==> src/rtl/alu_pkg.sv <==
// Shared opcode encodings, FSM state type and flag bit positions for the
// multi-cycle ALU.
package alu_pkg;

  localparam logic [3:0] OP_NOT  = 4'b0000;
  localparam logic [3:0] OP_SBC  = 4'b0001;
  localparam logic [3:0] OP_ADC  = 4'b0010;
  localparam logic [3:0] OP_AND  = 4'b0011;
  localparam logic [3:0] OP_OR   = 4'b0100;
  localparam logic [3:0] OP_XOR  = 4'b0101;
  localparam logic [3:0] OP_XNOR = 4'b0110;
  localparam logic [3:0] OP_MUL  = 4'b0111;
  localparam logic [3:0] OP_DIV  = 4'b1000;
  localparam logic [3:0] OP_SHL  = 4'b1001;
  localparam logic [3:0] OP_SHR  = 4'b1010;
  localparam logic [3:0] OP_INC  = 4'b1011;
  localparam logic [3:0] OP_DEC  = 4'b1100;

  // flags vector is {ill, dz, v, c, z}
  localparam int NFLAGS   = 5;
  localparam int FLAG_Z   = 0;
  localparam int FLAG_C   = 1;
  localparam int FLAG_V   = 2;
  localparam int FLAG_DZ  = 3;
  localparam int FLAG_ILL = 4;

  typedef enum logic [1:0] {
    ST_IDLE,
    ST_BUSY,
    ST_DONE
  } state_t;

  function automatic logic is_iterative(input logic [3:0] op);
    return (op == OP_MUL) || (op == OP_DIV);
  endfunction

endpackage

==> src/rtl/alu_muldiv.sv <==
// Iterative datapath: unsigned shift-add multiply and restoring divide, one
// bit per cycle, with its own iteration counter.
module alu_muldiv
  import alu_pkg::*;
#(
  parameter int WIDTH = 8
) (
  input  logic             clk,
  input  logic             rst,
  input  logic             start,
  input  logic             is_div,
  input  logic [WIDTH-1:0] a,
  input  logic [WIDTH-1:0] b,
  output logic             done,
  output logic [WIDTH-1:0] result,
  output logic             hi_nz,
  output logic             dz
);

  localparam int CW = $clog2(WIDTH + 1);

  logic               running_q, running_d;
  logic               is_div_q, is_div_d;
  logic [CW-1:0]      cnt_q, cnt_d;
  logic [2*WIDTH-1:0] mcand_q, mcand_d;
  logic [WIDTH-1:0]   b_q, b_d;
  logic [2*WIDTH-1:0] acc_q, acc_d;
  logic [WIDTH:0]     shifted;
  logic [WIDTH:0]     trial;

  // acc holds the product for MUL and {remainder, quotient} for DIV
  always_comb begin
    running_d = running_q;
    is_div_d  = is_div_q;
    cnt_d     = cnt_q;
    mcand_d   = mcand_q;
    b_d       = b_q;
    acc_d     = acc_q;
    shifted   = '0;
    trial     = '0;
    done      = running_q && (cnt_q == CW'(WIDTH));
    if (start) begin
      running_d = 1'b1;
      is_div_d  = is_div;
      cnt_d     = '0;
      b_d       = b;
      mcand_d   = {{WIDTH{1'b0}}, a};
      acc_d     = is_div ? {{WIDTH{1'b0}}, a} : '0;
    end else if (done) begin
      running_d = 1'b0;
    end else if (running_q) begin
      cnt_d = cnt_q + 1'b1;
      if (is_div_q) begin
        shifted = acc_q[2*WIDTH-1:WIDTH-1];
        trial   = shifted - {1'b0, b_q};
        if (!trial[WIDTH]) begin
          acc_d = {trial[WIDTH-1:0], acc_q[WIDTH-2:0], 1'b1};
        end else begin
          acc_d = {shifted[WIDTH-1:0], acc_q[WIDTH-2:0], 1'b0};
        end
      end else begin
        if (b_q[0]) begin
          acc_d = acc_q + mcand_q;
        end
        mcand_d = mcand_q << 1;
        b_d     = b_q >> 1;
      end
    end
  end

  always_ff @(posedge clk or posedge rst) begin
    if (rst) begin
      running_q <= 1'b0;
      is_div_q  <= 1'b0;
      cnt_q     <= '0;
      mcand_q   <= '0;
      b_q       <= '0;
      acc_q     <= '0;
    end else begin
      running_q <= running_d;
      is_div_q  <= is_div_d;
      cnt_q     <= cnt_d;
      mcand_q   <= mcand_d;
      b_q       <= b_d;
      acc_q     <= acc_d;
    end
  end

  assign result = acc_q[WIDTH-1:0];
  assign hi_nz  = !is_div_q && (acc_q[2*WIDTH-1:WIDTH] != '0);
  assign dz     = is_div_q && (b_q == '0);

endmodule

==> src/rtl/alu_mc.sv <==
// Multi-cycle ALU: valid/ready command and result handshakes, single-cycle
// ops computed at acceptance, MUL/DIV handed to the iterative datapath.
module alu_mc
  import alu_pkg::*;
#(
  parameter int WIDTH = 8
) (
  input  logic              clk,
  input  logic              rst,
  input  logic              in_valid,
  output logic              in_ready,
  input  logic [3:0]        F,
  input  logic [WIDTH-1:0]  A,
  input  logic [WIDTH-1:0]  B,
  input  logic              Cin,
  output logic              out_valid,
  input  logic              out_ready,
  output logic [WIDTH-1:0]  D,
  output logic [NFLAGS-1:0] flags
);

  localparam int M = WIDTH - 1;

  state_t              state_q, state_d;
  logic [WIDTH-1:0]    d_q, d_d;
  logic [NFLAGS-1:0]   flags_q, flags_d;
  logic [WIDTH:0]      ext;
  logic [WIDTH-1:0]    alu_res;
  logic [NFLAGS-1:0]   alu_flags;
  logic                start;
  logic                md_done, md_hi_nz, md_dz;
  logic [WIDTH-1:0]    md_result;

  always_comb begin
    ext       = '0;
    alu_res   = '0;
    alu_flags = '0;
    case (F)
      OP_NOT:  alu_res = ~A;
      OP_SBC: begin
        ext     = {1'b0, A} - {1'b0, B} - {{WIDTH{1'b0}}, Cin};
        alu_res = ext[M:0];
        alu_flags[FLAG_C] = ext[WIDTH];
        alu_flags[FLAG_V] = (A[M] != B[M]) && (ext[M] != A[M]);
      end
      OP_ADC: begin
        ext     = {1'b0, A} + {1'b0, B} + {{WIDTH{1'b0}}, Cin};
        alu_res = ext[M:0];
        alu_flags[FLAG_C] = ext[WIDTH];
        alu_flags[FLAG_V] = (A[M] == B[M]) && (ext[M] != A[M]);
      end
      OP_AND:  alu_res = A & B;
      OP_OR:   alu_res = A | B;
      OP_XOR:  alu_res = A ^ B;
      OP_XNOR: alu_res = ~(A ^ B);
      OP_SHL: begin
        alu_res = {A[M-1:0], 1'b0};
        alu_flags[FLAG_C] = A[M];
      end
      OP_SHR: begin
        alu_res = {1'b0, A[M:1]};
        alu_flags[FLAG_C] = A[0];
      end
      OP_INC: begin
        ext     = {1'b0, A} + {{WIDTH{1'b0}}, 1'b1};
        alu_res = ext[M:0];
        alu_flags[FLAG_C] = ext[WIDTH];
        alu_flags[FLAG_V] = !A[M] && ext[M];
      end
      OP_DEC: begin
        ext     = {1'b0, A} - {{WIDTH{1'b0}}, 1'b1};
        alu_res = ext[M:0];
        alu_flags[FLAG_C] = ext[WIDTH];
        alu_flags[FLAG_V] = A[M] && !ext[M];
      end
      OP_MUL, OP_DIV: alu_res = '0;
      default: alu_flags[FLAG_ILL] = 1'b1;
    endcase
    alu_flags[FLAG_Z] = (alu_res == '0);
  end

  // Results are captured once, so D/flags hold while the consumer stalls
  always_comb begin
    state_d = state_q;
    d_d     = d_q;
    flags_d = flags_q;
    start   = 1'b0;
    case (state_q)
      ST_IDLE: begin
        if (in_valid) begin
          if (is_iterative(F)) begin
            start   = 1'b1;
            state_d = ST_BUSY;
          end else begin
            state_d = ST_DONE;
            d_d     = alu_res;
            flags_d = alu_flags;
          end
        end
      end
      ST_BUSY: begin
        if (md_done) begin
          state_d = ST_DONE;
          d_d     = md_result;
          flags_d = '0;
          flags_d[FLAG_C]  = md_hi_nz;
          flags_d[FLAG_DZ] = md_dz;
          flags_d[FLAG_Z]  = (md_result == '0);
        end
      end
      ST_DONE: begin
        if (out_ready) begin
          state_d = ST_IDLE;
        end
      end
      default: state_d = ST_IDLE;
    endcase
  end

  always_ff @(posedge clk or posedge rst) begin
    if (rst) begin
      state_q <= ST_IDLE;
      d_q     <= '0;
      flags_q <= '0;
    end else begin
      state_q <= state_d;
      d_q     <= d_d;
      flags_q <= flags_d;
    end
  end

  alu_muldiv #(.WIDTH(WIDTH)) u_muldiv (
    .clk    (clk),
    .rst    (rst),
    .start  (start),
    .is_div (F == OP_DIV),
    .a      (A),
    .b      (B),
    .done   (md_done),
    .result (md_result),
    .hi_nz  (md_hi_nz),
    .dz     (md_dz)
  );

  assign in_ready  = (state_q == ST_IDLE);
  assign out_valid = (state_q == ST_DONE);
  assign D         = d_q;
  assign flags     = flags_q;

endmodule

==> config.mk <==
export PLATFORM = sky130hd
export DESIGN_NAME = alu_mc
export DESIGN_NICKNAME = d
export VERILOG_FILES = /design/src/rtl/alu_pkg.sv /design/src/rtl/alu_muldiv.sv /design/src/rtl/alu_mc.sv
export SDC_FILE = /design/constraint.sdc
export NUM_CORES = 1
export LEC_CHECK = 0
export ABC_CLOCK_PERIOD_IN_PS = 3270
export CAP_MARGIN = 10
export CORE_MARGIN = 4
export CORE_UTILIZATION = 50
export DETAILED_ROUTE_END_ITERATION = 8
export PLACE_DENSITY = 0.69
export SETUP_SLACK_MARGIN = 0.05
export SYNTH_ARGS = -nofsm -noshare
export SYNTH_HDL_FRONTEND = slang
export SYNTH_SLANG_ARGS = --single-unit
==> constraint.sdc <==
create_clock -name clk -period 3.27 [get_ports clk]
set_input_delay 0.654 -clock clk [delete_from_list [all_inputs] [get_ports clk]]
set_output_delay 0.654 -clock clk [all_outputs]
set_load 0.1 [all_outputs]
==> impl_metrics.toml, run 1 <==
[status]
status = "finished clean"

[drt]
drcViolationCount = 0
vias = 6278
antenna_left = 0
first_pass_iters = 5
wl_mm = 19.9
wl_per_cell_um = 19.8
post_drt_via_cell_ratio = 6.24
drt_iter0_drc = 726

[synth]
yosysWarnings = 0
ys.flop_type = "dfrtp_1"
yosysSeqAreaShare = 0.251
synthSimpleGateAreaFrac = 0.224
synth_cell_types = 73
syn-num-nets = 851
synthesis.area_um2 = 6080
synth_top_area_frac = 0.251
ys_ff_latch = 61
synth_async_sr_flop_share = 1.00
synth_area_leaders = "dfrtp_1 (25%), ha_1 (12%), nand2_1 (6.2%)"
synth_top_family_by_area = "compound AO/OA/AOI/OAI gates"
synth_compound_area_frac = 0.245
synthMuxAreaShare = 0.0196
syn_avg_cell_area_um2 = 7.99
synth_cells = 761
synth_edf_count = 0
synthAdderAreaFrac = 0.141
synth_xor_area_frac = 0.0476
synth_top_area_cell = "dfrtp_1"

[worst_setup_path]
path_cells = "clkdlybuf4s50_1 -> inv_1 -> ha_1 -> ha_1 -> a21boi_2 -> o21a_1 -> or4_1 -> nand4_1 -> xnor2_1 -> nand3_1 -> a31oi_1"
path_buf_inv = 2
critPathSlowestCell = "clkdlybuf4s50_1"
crit_path_frequent_cell = "ha_1"
setup.worst_path.class = "in -> reg"
critPathTopFamily = "simple AND/OR/NAND/NOR gates"
critPathRequiredTime_ns = 3.52
cp.arrival_ns = 3.37
crit_fanout = 3
end_kind = "flop"
cp_slowest_stage_delay_ns = 0.51
cp-start-kind = "primary input"

[hold_path]
hp-class = "reg -> reg"

[cells_and_area]
multi_input_area_um2 = 4150
regArea_um2 = 1530
design_area_um2 = 7360
drive_above_1_share = 0.165
mostFrequentLayoutCells = "nand2_1 (100), buf_4 (97), dfrtp_1 (61)"
fillers = 1070
post-route-util = 0.616
diodes = 0
layout.nets = 945
final_common_cell = "nand2_1"
syn2layout_area_growth_pct = 21.2

[sta]
finalMaxSlewViolations = 0
worst_pin_slew_ns = 0.740
hold_viol = 0
finClkSkew_ns = 0.00735
max_freq_ghz = 0.321
min_period_over_period = 0.953
whs_ns = 0.483
setup_viol = 0
rsz0062_at_grt = "no"
slew_headroom = 0.505
min_period_ns = 3.12
tns_ns = 0

[floorplanning]
die-area_um2 = 14000
placementRows = 40
coreArea_um2 = 12000
initial_core_util = 0.508
io_pins = 40
die_h_um = 118
chipWidth_um = 118

[grt]
grt_pass1_wl_mm = 32.1
grt_pass1_vias = 6016
grt_max_degree = 37
antenna_found_initial = 0
grt_util_all_layers = 0.285
grt-ovfl-total = 0

[placement]
place_congestion = 0.958
dpl_cell_area_um2 = 7020
io_buffers = 39
place_hpwl_mm = 15.5

[pwr]
max-vdd-ir-drop_uv = 449
p_per_area_nw_per_um2 = 910
p_leak_uw = 0.00341
total_power_uw = 6700

[clock_network]
cts_tree = "yes"
numCtsBuffers = 9
clkTransAtPathRegs_ns = 0.05
htree_levels = 3
cts.sinks = 61
root_buffer = "clkbuf_16"
cts.path.max_buffers = 2
clk_latency_ns = 0.34

[run]
maxCapViolations = 0
[layout make-up]
cell class,instances,area share
Timing Repair Buffer,123,0.138
Clock buffer,11,0.0343
Tap cell,147,0.0250
Sequential cell,61,0.207
Clock inverter,4,0.00646
Multi-Input combinational cell,609,0.563
Inverter,51,0.0260
[flip-flops by register name, indices dropped and copies added (netlist names)]
name	count
u_muldiv.acc_q	16
u_muldiv.is_div_q	1
state_q	2
u_muldiv.running_q	1
u_muldiv.mcand_q	16
u_muldiv.cnt_q	4
u_muldiv.b_q	8
flags	5
D	8
[worst register-to-register path, stage by stage (launching register included)]
cell      delay, ns
dfrtp_1        0.38
inv_1          0.13
ha_1           0.20
inv_1          0.06
fa_1           0.42
a21oi_2        0.17
o211ai_1       0.17
o41ai_2        0.26
xnor2_1        0.25
buf_4          0.21
mux2_4         0.30
a32oi_1        0.19
o31ai_1        0.09
[report_power, final]
part	internal, uW	switching [uW]
combinational	1720	2580
sequential	1080	351
clock	623	337
total	3430	3270
[synthesized netlist by cell type, drive strengths merged, types with 5 or more instances]
| master | instances |
|---|---|
| a22o | 6 |
| nor4 | 6 |
| or2 | 5 |
| nand3 | 30 |
| mux2i | 7 |
| nor2 | 56 |
| a221oi | 17 |
| a22oi | 9 |
| fa | 6 |
| a31oi | 16 |
| a21o | 12 |
| o22ai | 9 |
| ha | 59 |
| nor2b | 18 |
| or3 | 8 |
| inv | 51 |
| nand2b | 9 |
| nor3 | 22 |
| dfrtp | 61 |
| buf | 28 |
| o21ai | 58 |
| xor2 | 13 |
| a21oi | 42 |
| o21a | 7 |
| a211oi | 7 |
| nand2 | 102 |
| o211ai | 6 |
| o221ai | 5 |
| xnor2 | 20 |
| clkbuf | 12 |
| and3 | 6 |
[stage by stage]
step	instances	setup WS, ns
2_1_floorplan	761	0.188
3_3_place_gp	991	-0.403
3_5_place_dp	991	-0.540
4_1_cts	1006	0.0565
5_1_grt	1006	0.0395
6_report	1006	0.155
[routing by layer]
layer  vias up  GRT usage  share of wire
met2       334      0.453           0.46
met5         -          0              0
met3        58     0.0421          0.073
li1       2939          -              -
met1      2947      0.386           0.42
met4         0      0.127          0.046
[path summary, 6_finish.rpt]
kind                                    from              endpoint  slack, ns  depth (start not counted)
setup / recovery                        B[3]              flags[2]       0.15                         11
hold / removal                          D[1]                  D[1]       0.48                          1
setup reg to reg           u_muldiv.acc_q[7]    u_muldiv.acc_q[13]       0.32                         12
hold reg to reg                         D[1]                  D[1]       0.48                          1
max in group asynchronous                rst  u_muldiv.mcand_q[15]       2.04                          3
min in group asynchronous                rst     u_muldiv.is_div_q       0.52                          2
[kinds of logic (layout without fill, tap and decap cells)]
logic type,after synthesis,in the layout
and+or+nand+nor,278,278
AOI/OAI and AO/OA,222,222
buffers and inverters,91,189
adders and majority gates,65,65
DFF,61,61
xor gates and xnor gates,33,33
muxes,11,11
[what timing repair did]
action / 4_1_cts / 5_1_grt
endpoints found under the setup margin: 7 / 6
pin swaps: 3 / 8
resized for setup: 7 / 7
gates cloned: 0 / 0
hold buffers: 0 / 0
buffers inserted: 0 / 0
Power figures use the tool's default switching activity.
==> inputs of run 2 (changes only) <==
CORE_MARGIN = default   (was 4)
==> run 2 against run 1 <==
The flow now finishes with violations (DRC). Sequential share of layout area is 0.13 points lower. Setup slack better by 0.058 ns. Clock skew hardly changed. Utilization is 2.2 points higher. Cell area is 0.63% higher. Critical endpoint is now flags[0]. Largest cell class unchanged. Largest power group unchanged.
==> impl_metrics.toml, run 2 (synthesis results as in run 1) <==
[drt]
post_drt_via_cell_ratio = 6.16
drcViolationCount = 2
wl_per_cell_um = 19.6
drt_iter0_drc = 443
first_pass_iters = 7
wl_mm = 19.6
antenna_left = 0
vias = 6187

[clock_network]
clkTransAtPathRegs_ns = 0.05
root_buffer = "clkbuf_16"
cts.path.max_buffers = 2
post_cts_buffers = 0
numCtsBuffers = 9
clk_latency_ns = 0.33
htree_levels = 3
cts.sinks = 61
cts_tree = "yes"

[cells_and_area]
final_common_cell = "nand2_1"
fin_cells = 1004
diodes = 0
layout.nets = 947
drive_above_1_share = 0.166
syn2layout_area_growth_pct = 21.9
design_area_um2 = 7410
mostFrequentLayoutCells = "nand2_1 (100), buf_4 (98), dfrtp_1 (61)"
reg_top3 = "u_muldiv.acc_q: 16 flops, u_muldiv.mcand_q: 16 flops"

[sta]
max_freq_ghz = 0.327
finClkSkew_ns = 0.00736
hold_viol = 0
worst_slack_ns = 0.213
setup_viol = 0
finalMaxSlewViolations = 0
min_period_over_period = 0.935
rsz0062_at_grt = "yes"
whs_ns = 0.476
min_period_ns = 3.06
slew_headroom = 0.424
worst_pin_slew_ns = 0.857

[pwr]
max-vdd-ir-drop_uv = 721
p_per_area_nw_per_um2 = 901
p_leak_uw = 0.00343
total_power_uw = 6680

[worst_setup_path]
end_kind = "flop"
cp_slowest_stage_delay_ns = 0.48
crit_path_frequent_cell = "ha_1"
critPathSlowestCell = "clkdlybuf4s50_1"
critPathRequiredTime_ns = 3.49
cp.arrival_ns = 3.28
path_cells = "clkdlybuf4s50_1 -> inv_1 -> ha_1 -> ha_1 -> a21boi_0 -> o21a_1 -> or4_1 -> nand4_1 -> a221oi_2 -> a41o_1"
cp-start-kind = "primary input"
setup.worst_path.class = "in -> reg"
crit_fanout = 3

[floorplanning]
die_h_um = 112
placementRows = 39
chipWidth_um = 112
die-area_um2 = 12600
coreArea_um2 = 11600
io_pins = 40
initial_core_util = 0.523

[placement]
place_ws_ns = -0.448
place_congestion = 0.975
dpl_cell_area_um2 = 7050
io_buffers = 39
place_hpwl_mm = 15.4
dp.cells = 989

[status]
violations = "DRC"
status = "finished, violations left"

[grt]
antenna_found_initial = 0
grt_util_all_layers = 0.325
grt-ovfl-total = 0
grt_max_degree = 33
grt_pass1_vias = 5895
grt_pass1_wl_mm = 31.7

[hold_path]
hp-class = "reg -> reg"

[run]
maxCapViolations = 0
==> run 2: path summary, 6_finish.rpt <==
check / from / endpoint / slack (ns) / depth (start not counted)
worst min-delay path: D[0] / D[0] / 0.48 / 2
min in group asynchronous: rst / flags[2] / 0.57 / 2
max in group asynchronous: rst / u_muldiv.mcand_q[4] / 2.07 / 3
worst min register to register: D[0] / D[0] / 0.48 / 2
worst max-delay path: A[3] / flags[0] / 0.21 / 10
worst max register to register: u_muldiv.acc_q[7] / u_muldiv.acc_q[0] / 0.22 / 12
==> run 2: routing by layer <==
layer | up-vias | GRT usage | part of all wire
li1 | 2933 | - | -
met1 | 2985 | 0.470 | 0.46
met2 | 242 | 0.485 | 0.44
met3 | 27 | 0.0670 | 0.085
met4 | 0 | 0.104 | 0.019
met5 | - | 0 | 0
==> run 2: cell type report <==
class / count / area [um2]
well taps: 143 / 179
fillers: 1045 / 4200
flip-flops and latches: 61 / 1530
multi-input cells: 609 / 4160
clock buffers: 11 / 243
clock inverters: 4 / 72.6
inverters: 51 / 191
repair buffers: 125 / 1040
==> run 2: metrics by stage <==
step | TNS [ns] | util
after floorplan | 0 | -
after global placement | -2.55 | 0.607
after detailed placement | -3.06 | 0.607
after CTS | 0 | 0.635
after global routing | -0.00857 | 0.638
final | 0 | 0.638
==> run 2: worst max-delay path, delay by kind of cell <==
family / cells / cell delay [ns]
AO/OA/AOI/OAI: 4 / 0.78
adder cells (fa/ha/maj): 2 / 0.67
AND/OR/NAND/NOR: 2 / 0.64
buffers and inverters: 2 / 0.55
==> run 2: power by group <==
group	internal, uW	switching (uW)
logic	1700	2550
clock network	681	332
registers	1080	337
==> run 2: timing repair <==
action / in CTS / in global routing
hold buffers: 0 / 0
resized for setup: 6 / 8
setup endpoints to repair: 6 / 9
pin swaps: 3 / 2
==> inputs of run 3 (changes only) <==
ABC_CLOCK_PERIOD_IN_PS = 3210   (was 3270)
clock period = 3.21 ns   (was 3.27 ns; I/O delays follow)
==> run 3 against run 2 <==
The flow still finishes with violations (DRC). Critical path depth is 2 higher. Register-to-register slack hardly changed. Sequential cell count unchanged. Power rose by 1.4%. Global-route usage up 0.38 points. Combinational power increased by 4%. Largest power group unchanged. Non-clock buffer count increased by 7. Wire length up 0.70%. First-iteration DRC count grew 23%. Utilization fell by 0.054 points. Sequential share of layout area about the same. Final cell count increased by 0.80%.
==> impl_metrics.toml, run 3 (synthesis results as in run 1) <==
[floorplanning]
chipWidth_um = 112
die_h_um = 112
io_pins = 40
placementRows = 39
coreArea_um2 = 11600
initial_core_util = 0.523
die-area_um2 = 12600

[clock_network]
cts.path.max_buffers = 2
root_buffer = "clkbuf_16"
cts.sinks = 61
cts_tree = "yes"
htree_levels = 3
clkTransAtPathRegs_ns = 0.06
numCtsBuffers = 9
clk_latency_ns = 0.34

[cells_and_area]
final_common_cell = "buf_4"
fin_cells = 1012
multi_input_area_um2 = 4150
fillers = 1040
design_area_um2 = 7400
syn2layout_area_growth_pct = 21.8
mostFrequentLayoutCells = "buf_4 (106), nand2_1 (100), dfrtp_1 (61)"
layout.nets = 954
reg_top3 = "u_muldiv.acc_q: 16 flops, u_muldiv.mcand_q: 16 flops"
drive_above_1_share = 0.173
regArea_um2 = 1530
diodes = 0

[sta]
slew_headroom = 0.471
whs_ns = 0.485
min_period_ns = 2.99
rsz0062_at_grt = "yes"
worst_slack_ns = 0.223
max_freq_ghz = 0.335
min_period_over_period = 0.931
hold_viol = 0
setup_viol = 0
worst_pin_slew_ns = 0.792
finClkSkew_ns = 0.0138
finalMaxSlewViolations = 0

[worst_setup_path]
crit_path_frequent_cell = "inv_1"
setup.worst_path.class = "reg -> reg"
cp_slowest_stage_delay_ns = 0.43
crit_fanout = 7
critPathSlowestCell = "dfrtp_1"
ff2ff_setup_slack_ns = 0.22
path_cells = "inv_1 -> ha_1 -> inv_1 -> fa_1 -> a21oi_2 -> o211ai_1 -> o41ai_2 -> xnor2_2 -> buf_4 -> mux2_4 -> a32oi_1 -> o31ai_1"
end_kind = "flop"
cp.arrival_ns = 3.20
cp-start-kind = "flop"
critPathRequiredTime_ns = 3.42

[drt]
wl_per_cell_um = 19.5
drt_iter0_drc = 546
wl_mm = 19.8
antenna_left = 0
first_pass_iters = 9
drcViolationCount = 2
post_drt_via_cell_ratio = 6.16
vias = 6238

[grt]
grt_util_all_layers = 0.329
grt_pass1_wl_mm = 31.8
antenna_found_initial = 1
grt_max_degree = 36
grt-ovfl-total = 0
grt_pass1_vias = 5865

[hold_path]
hp-class = "reg -> reg"

[run]
maxCapViolations = 0

[pwr]
p_leak_uw = 0.00345
max-vdd-ir-drop_uv = 652
p_per_area_nw_per_um2 = 915

[placement]
dp.cells = 993
io_buffers = 39
dpl_cell_area_um2 = 7060
place_hpwl_mm = 15.5
place_congestion = 0.983
place_ws_ns = -0.483

[status]
status = "finished, violations left"
violations = "DRC"
[run 3: cell count changes in the layout (fill, tap and decap cells not counted), sizes merged]
cell / previous run / this run
dlygate4sd2: 1 / 0
buf: 101 / 108
bufinv: 2 / 0
dlymetal6s2s: 2 / 3
clkinv: 1 / 3
clkbuf: 11 / 12
[run 3: layout make-up]
type                    instances  share of cell area
clock inverters                 4             0.00304
inverters                      51              0.0259
clock buffers                  12              0.0346
multi-input cells             609               0.560
repair buffers                132               0.146
well taps                     143              0.0242
flip-flops and latches         61               0.206
[run 3: final timing paths]
| check | startpoint | to | cells after the start |
|---|---|---|---|
| min in group asynchronous | rst | D[1] | 2 |
| hold / removal | D[0] | D[0] | 2 |
| setup reg to reg | u_muldiv.acc_q[7] | u_muldiv.acc_q[13] | 12 |
| max in group asynchronous | rst | u_muldiv.mcand_q[8] | 3 |
| hold reg to reg | D[0] | D[0] | 2 |
| setup / recovery | u_muldiv.acc_q[7] | u_muldiv.acc_q[13] | 12 |
[run 3: stage by stage]
step / power, uW / setup TNS [ns] / util
2_1_floorplan: 4690 / 0 / -
3_3_place_gp: 5520 / -3.06 / 0.608
3_5_place_dp: 5670 / -3.63 / 0.608
4_1_cts: 6630 / 0 / 0.634
5_1_grt: 7300 / 0 / 0.638
6_report: 6780 / 0 / 0.638
[run 3: power by group]
part	internal [uW]	switching [uW]
combinational	1810	2590
clock	561	372
sequential	1100	342
total	3470	3310
[run 3: repair_timing]
action                                  in CTS  in global routing
hold buffers                                 0                  0
endpoints found under the setup margin       8                 12
pin swaps                                    4                  6
resized for setup                            7                  6
buffers inserted                             0                  3
[run 3: worst max-delay path, delay by kind of cell (launching register included)]
kind	cells	cell delay (ns)
XOR/XNOR	1	0.24
multiplexers	1	0.28
buffers and inverters	3	0.37
adder cells (fa/ha/maj)	2	0.60
AO/OA/AOI/OAI	5	0.94
flip-flops	1	0.43
[run 3: metal layers]
layer | part of all wire | up-vias | GRT usage
met5 | 0.00045 | - | 0
met3 | 0.089 | 34 | 0.0686
met4 | 0.018 | 2 | 0.0889
met2 | 0.43 | 283 | 0.498
li1 | - | 2956 | -
met1 | 0.46 | 2963 | 0.476
